--- src/rtl/julia_pixel_engine.sv ---
// julia_pixel_engine: renders one Julia-set frame in Q4.12 fixed point, one pixel per valid/ready transfer; define JULIA_PALETTE_EN for the colour palette instead of greyscale.
module julia_pixel_engine #(
    parameter int X_PX      = 800,
    parameter int Y_PX      = 480,
    parameter int MAX_ITER  = 255,
    parameter int FRAC_BITS = 12
) (
    input  logic        clk,
    input  logic        reset,
    input  logic        start,
    input  logic [15:0] c_re,
    input  logic [15:0] c_im,
    input  logic [15:0] x_start,
    input  logic [15:0] y_start,
    input  logic [15:0] step,
    output logic        pixel_valid,
    input  logic        pixel_ready,
    output logic [21:0] pixel_address,
    output logic [31:0] pixel_data,
    output logic        busy,
    output logic        frame_done
);
    localparam int XW = X_PX > 1 ? $clog2(X_PX) : 1;
    typedef enum logic [1:0] {IDLE, INIT, ITER, EMIT} state_t;
    state_t             state_q, state_d;
    logic signed [15:0] c_re_q, c_re_d, c_im_q, c_im_d, x0_q, x0_d;
    logic signed [15:0] cur_re_q, cur_re_d, cur_im_q, cur_im_d, z_re_q, z_re_d, z_im_q, z_im_d;
    logic [15:0]        step_q, step_d;
    logic [7:0]         n_q, n_d;
    logic [XW-1:0]      x_q, x_d;
    logic [21:0]        addr_q, addr_d;
    logic [31:0]        data_q, data_d, colour;
    logic               done_q, done_d;
    logic signed [31:0] p_rr, p_ii, p_ri, re2, im2, nre, nim;
    logic [19:0]        mag;
    logic               escape, max_hit, last, wrap;
    function automatic logic signed [15:0] sat(input logic signed [31:0] v);
        return v > 32'sd32767 ? 16'sh7fff : v < -32'sd32768 ? 16'sh8000 : v[15:0];
    endfunction
    assign p_rr    = 32'(z_re_q) * 32'(z_re_q);
    assign p_ii    = 32'(z_im_q) * 32'(z_im_q);
    assign p_ri    = 32'(z_re_q) * 32'(z_im_q);
    assign re2     = p_rr >>> FRAC_BITS;
    assign im2     = p_ii >>> FRAC_BITS;
    assign mag     = re2[19:0] + im2[19:0];
    assign escape  = mag > 20'd16384;
    // doubling folded into a one-bit-shorter shift so 2*re*im never overflows
    assign nre     = re2 - im2 + 32'(c_re_q);
    assign nim     = (p_ri >>> (FRAC_BITS - 1)) + 32'(c_im_q);
    assign max_hit = n_q == 8'(MAX_ITER);
    assign last    = addr_q == 22'(X_PX * Y_PX - 1);
    assign wrap    = x_q == XW'(X_PX - 1);
`ifdef JULIA_PALETTE_EN
    assign colour  = {8'd0, n_q, n_q[6:0], 1'b0, n_q[5:0], 2'b0};
`else
    assign colour  = {8'd0, n_q, n_q, n_q};
`endif
    assign pixel_valid   = state_q == EMIT;
    assign busy          = state_q != IDLE;
    assign pixel_address = addr_q;
    assign pixel_data    = data_q;
    assign frame_done    = done_q;
    // state and datapath registers; reset abandons any frame in flight
    always_ff @(posedge clk) begin
        if (reset) begin
            state_q  <= IDLE;
            c_re_q   <= '0;
            c_im_q   <= '0;
            x0_q     <= '0;
            step_q   <= '0;
            cur_re_q <= '0;
            cur_im_q <= '0;
            z_re_q   <= '0;
            z_im_q   <= '0;
            n_q      <= '0;
            x_q      <= '0;
            addr_q   <= '0;
            data_q   <= '0;
            done_q   <= 1'b0;
        end else begin
            state_q  <= state_d;
            c_re_q   <= c_re_d;
            c_im_q   <= c_im_d;
            x0_q     <= x0_d;
            step_q   <= step_d;
            cur_re_q <= cur_re_d;
            cur_im_q <= cur_im_d;
            z_re_q   <= z_re_d;
            z_im_q   <= z_im_d;
            n_q      <= n_d;
            x_q      <= x_d;
            addr_q   <= addr_d;
            data_q   <= data_d;
            done_q   <= done_d;
        end
    end
    // frame sequencing: latch on start, iterate each pixel, hold the result until accepted, walk to the next pixel
    always_comb begin
        state_d  = state_q;
        c_re_d   = c_re_q;
        c_im_d   = c_im_q;
        x0_d     = x0_q;
        step_d   = step_q;
        cur_re_d = cur_re_q;
        cur_im_d = cur_im_q;
        z_re_d   = z_re_q;
        z_im_d   = z_im_q;
        n_d      = n_q;
        x_d      = x_q;
        addr_d   = addr_q;
        data_d   = data_q;
        done_d   = 1'b0;
        case (state_q)
            IDLE: if (start) begin
                c_re_d   = c_re;
                c_im_d   = c_im;
                x0_d     = x_start;
                step_d   = step;
                cur_re_d = x_start;
                cur_im_d = y_start;
                x_d      = '0;
                addr_d   = '0;
                state_d  = INIT;
            end
            INIT: begin
                z_re_d  = cur_re_q;
                z_im_d  = cur_im_q;
                n_d     = '0;
                state_d = ITER;
            end
            ITER: if (escape || max_hit) begin
                data_d  = max_hit ? 32'd0 : colour;
                state_d = EMIT;
            end else begin
                z_re_d = sat(nre);
                z_im_d = sat(nim);
                n_d    = n_q + 8'd1;
            end
            EMIT: if (pixel_ready) begin
                if (last) begin
                    state_d = IDLE;
                    done_d  = 1'b1;
                end else begin
                    addr_d   = addr_q + 22'd1;
                    x_d      = wrap ? '0 : x_q + XW'(1);
                    cur_re_d = wrap ? x0_q : cur_re_q + step_q;
                    cur_im_d = wrap ? cur_im_q - step_q : cur_im_q;
                    state_d  = INIT;
                end
            end
            default: state_d = IDLE;
        endcase
    end
endmodule
--- config.mk ---
export PLATFORM = sky130hd
export DESIGN_NAME = julia_pixel_engine
export DESIGN_NICKNAME = d
export VERILOG_FILES = /design/src/rtl/julia_pixel_engine.sv
export SDC_FILE = /design/constraint.sdc
export NUM_CORES = 2
export LEC_CHECK = 0
export ABC_AREA = 1
export CELL_PAD_IN_SITES_DETAIL_PLACEMENT = 0
export CELL_PAD_IN_SITES_GLOBAL_PLACEMENT = 1
export CORE_ASPECT_RATIO = 0.5
export CORE_MARGIN = 5
export CORE_UTILIZATION = 49
export DETAILED_ROUTE_END_ITERATION = 16
export GPL_TIMING_DRIVEN = 0
export PLACE_DENSITY = 0.8
export SLEW_MARGIN = 30
export SYNTH_ARGS = -nofsm -noshare
export SYNTH_HDL_FRONTEND = slang
export SYNTH_SLANG_ARGS = --single-unit
--- constraint.sdc ---
create_clock -name clk -period 12.31 [get_ports clk]
set_input_delay 3.693 -clock clk [delete_from_list [all_inputs] [get_ports clk]]
set_output_delay 3.693 -clock clk [all_outputs]
set_load 0.01 [all_outputs]
==> flow_summary_export.csv <==
group,metric,value,unit
status,outcome,"complete, no violations",
clocking,clk_pin_slew,90,ps
setup_path,timing.reg2reg.setup_slack,400,ps
setup_path,cp_max_fo,10,
setup_path,cp.arrival,12270,ps
yosys,synth_area,41220,um2
yosys,synth_seq_cells,179,
route,routed_via_density,5.222,
clocking,clk_latency,510,ps
finish,layout_common_cells,"1438 x inv_1, 1034 x nand2_1, 758 x fa_1",
sta,max_freq,83.94,MHz
route,drt_iter0_drc,2696,
finish,syn2layout_area_growth,8.423,%
die,die-area,90380,um2
sta,post-route-period-util,96.78,%
global_routing,track_usage,30.38,%
yosys,synthFlopType,"dfxtp_1",
yosys,synthTopCellsByArea,"fa_1 37%, inv_1 13%, ha_1 11%",
clocking,cts_buffer_depth,2,
placed_design,hpwl,115200,um
route,wl_per_cell,20.22,um
sta,finalHoldViolations,0,
die,start_util,49.30,%
setup_path,rr_worst_depth,38,
route,ant_nets,0,
yosys,yosys.area.top_type,"fa_1",
die,core_area,83610,um2
yosys,synth.distinct_cells,61,
route,wl,134400,um
sta,finalSetupViolCount,0,
clocking,htreeDepth,4,
finish,final_util,53.46,%
yosys,synth.top_cell.area_share,36.81,%
worst_hold_path,hold_path_startpoint,"x0_q[6]$_SDFFE_PP0P_",
setup_path,required,12670,ps
placed_design,io_buffers,131,
die,io_pins,141,
setup_path,endpoint_kind,"register",
die,die_w,420.2,um
clocking,cts_tree,"done",
setup_path,path_class,"register to register",
global_routing,grt_pass1_wl,206100,um
global_routing,grt_antenna_before_repair,4,
setup_path,crit_top_cell,"fa_1",
clocking,cts_buffers,17,
route,num_vias,34708,
yosys,ys_seq_area_share,8.693,%
global_routing,grt_overflow,0,
sta,finalMaxSlewViolations,0,
sta,worstMarginPinSlew,1126,ps
finish,fillers,8289,
route,dr.pass1.iters,5,
yosys,avgSynthCellArea,7.691,um2
die,die_h,215.1,um
finish,nets,6706,
yosys,synth_edf_count,0,
sta,relSlewSlack,24.69,%
setup_path,cp_slowest_stage_delay,800,ps
finish,drive_gt1_share,3.580,%
global_routing,grt_start_max_net_pins,23,
worst_hold_path,holdPathEnd,"x0_q[6]$_SDFFE_PP0P_",
setup_path,worstSetupStartpointType,"register",
clocking,post-cts-setup-buffers,0,
setup_path,rr_startpoint,"z_re_q[14]$_SDFFE_PP0P_",
placed_design,place_congestion,0.9409,
sta,fin_crit,11910,ps
finish,layout_commonest_cell,"inv_1",
clocking,cts_root_buffer,"clkbuf_16",
sta,skew,21.70,ps
worst_hold_path,min_path_type,"register to register",
yosys,synthArstFlopShare,0,%
clocking,clock_sinks,179,
worst_hold_path,worstHoldPathCells,2,
die,fp-row-count,75,
run,drv_cap,0,
setup_path,critPathSlowestCell,"clkbuf_1",
route,drc,0,
yosys,syn_inst,5360,
global_routing,first_global_vias,35825,
setup_path,worstReg2RegEnd,"z_re_q[5]$_SDFFE_PP0P_",
yosys,ys_warn_count,0,
[per-layer routing]
layer | GRT usage (%) | vias to the layer above | wire, um
li1 | - | 16189 | -
met1 | 42.74 | 17223 | 60080
met2 | 46.12 | 1131 | 57900
met3 | 9.364 | 162 | 13390
met4 | 6.867 | 3 | 2911
met5 | 1.059 | - | 134
[cells by family after synthesis]
logic type | after synthesis | synth area share [%]
other | 1 | 0.009097
AO/OA/AOI/OAI | 597 | 8.074
AND/OR/NAND/NOR | 1663 | 16.79
multiplexers | 1 | 0.02428
adder cells (fa/ha/maj) | 1105 | 47.34
buffers and inverters | 1647 | 15.52
XOR/XNOR | 167 | 3.548
flip-flops | 179 | 8.693
[metrics by stage]
stage	TNS [ps]	instance area, um2	hold slack (ps)	std cells	setup slack [ps]
after global placement	0	43960	440.6	6614	58.01
after floorplan	0	41250	429.7	5367	3230
after detailed placement	0	43980	448.1	6614	38.87
final	0	44700	463.6	6647	396.7
after CTS	0	44620	459.3	6646	19.73
after global routing	-12.12	44690	476.5	6646	-12.12
[registers in the layout, indices dropped and copies added (netlist names)]
| signal | flops |
|---|---|
| pixel_data | 8 |
| state_q | 2 |
| step_q | 16 |
| z_re_q | 16 |
| z_im_q | 16 |
| c_re_q | 16 |
| c_im_q | 16 |
| pixel_address | 22 |
| frame_done | 1 |
| cur_im_q | 16 |
| x0_q | 16 |
| x_q | 10 |
| n_q | 8 |
| cur_re_q | 16 |
[critical path, delay by kind of cell, from the launching register on]
kind / cells / cell delay [ps]
flops: 1 / 550
xor+xnor: 1 / 480
fa+ha+maj: 9 / 4310
compound gates: 6 / 1810
buf+inv: 8 / 1880
simple gates: 14 / 2710
[layout make-up]
type / count / area [um2] / area share [%]
plain buffers: 202 / 1001 / 2.240
diodes: 1 / 2.502 / 0.005599
inverters: 1445 / 5424 / 12.14
clock inverters: 15 / 211.5 / 0.4731
repair buffers: 131 / 1311 / 2.934
clock buffers: 17 / 425.4 / 0.9518
multi-input cells: 3541 / 31340 / 70.12
well taps: 1116 / 1396 / 3.124
flip-flops and latches: 179 / 3583 / 8.017
[how the worst max path moves through the flow]
stage | startpoint | endpoint | slack, ps | depth (start not counted)
after floorplan | z_re_q[10]$_SDFFE_PP0P_ | z_re_q[10]$_SDFFE_PP0P_ | 3230 | 44
after CTS | z_re_q[14]$_SDFFE_PP0P_ | z_re_q[4]$_SDFFE_PP0P_ | 20 | 42
final | z_re_q[14]$_SDFFE_PP0P_ | z_re_q[5]$_SDFFE_PP0P_ | 400 | 38
after global placement | z_re_q[10]$_SDFFE_PP0P_ | z_re_q[4]$_SDFFE_PP0P_ | 60 | 44
after global routing | z_re_q[14]$_SDFFE_PP0P_ | z_re_q[9]$_SDFFE_PP0P_ | -10 | 42
after detailed placement | z_re_q[14]$_SDFFE_PP0P_ | z_re_q[4]$_SDFFE_PP0P_ | 40 | 42
[synth_stat cells, types with 3 or more instances]
| library cell | number |
|---|---|
| ha_1 | 347 |
| dfxtp_1 | 179 |
| clkbuf_1 | 146 |
| o21ai_0 | 173 |
| fa_1 | 758 |
| inv_1 | 1438 |
| a21oi_1 | 292 |
| nor2_2 | 17 |
| nand3_1 | 132 |
| o21ai_2 | 3 |
| clkinv_1 | 5 |
| a31o_2 | 4 |
| xor2_1 | 90 |
| nand3_2 | 6 |
| nor3b_1 | 3 |
| a211oi_1 | 11 |
| a21boi_0 | 14 |
| o31ai_1 | 4 |
| buf_1 | 9 |
| buf_6 | 6 |
| xnor2_1 | 77 |
| o21bai_1 | 22 |
| nor3_1 | 29 |
| buf_2 | 6 |
| o211ai_1 | 18 |
| a221oi_1 | 5 |
| nand2_1 | 1034 |
| nor4_1 | 12 |
| buf_4 | 30 |
| a31oi_1 | 13 |
| nor2_1 | 330 |
| nor2_4 | 5 |
| nand3b_1 | 8 |
| a21o_1 | 10 |
| o22ai_1 | 3 |
| o21a_1 | 4 |
| nand2_2 | 29 |
| a22oi_1 | 9 |
| nand4_1 | 37 |
| or2_2 | 12 |
[repair_timing]
item                       4_1_cts  5_1_grt
hold buffers                     0        0
setup endpoints to repair        0       16
resized for setup                0       37
Power is not shown: default switching activity piles up to over one toggle a cycle in this logic, so the estimate is an artifact.
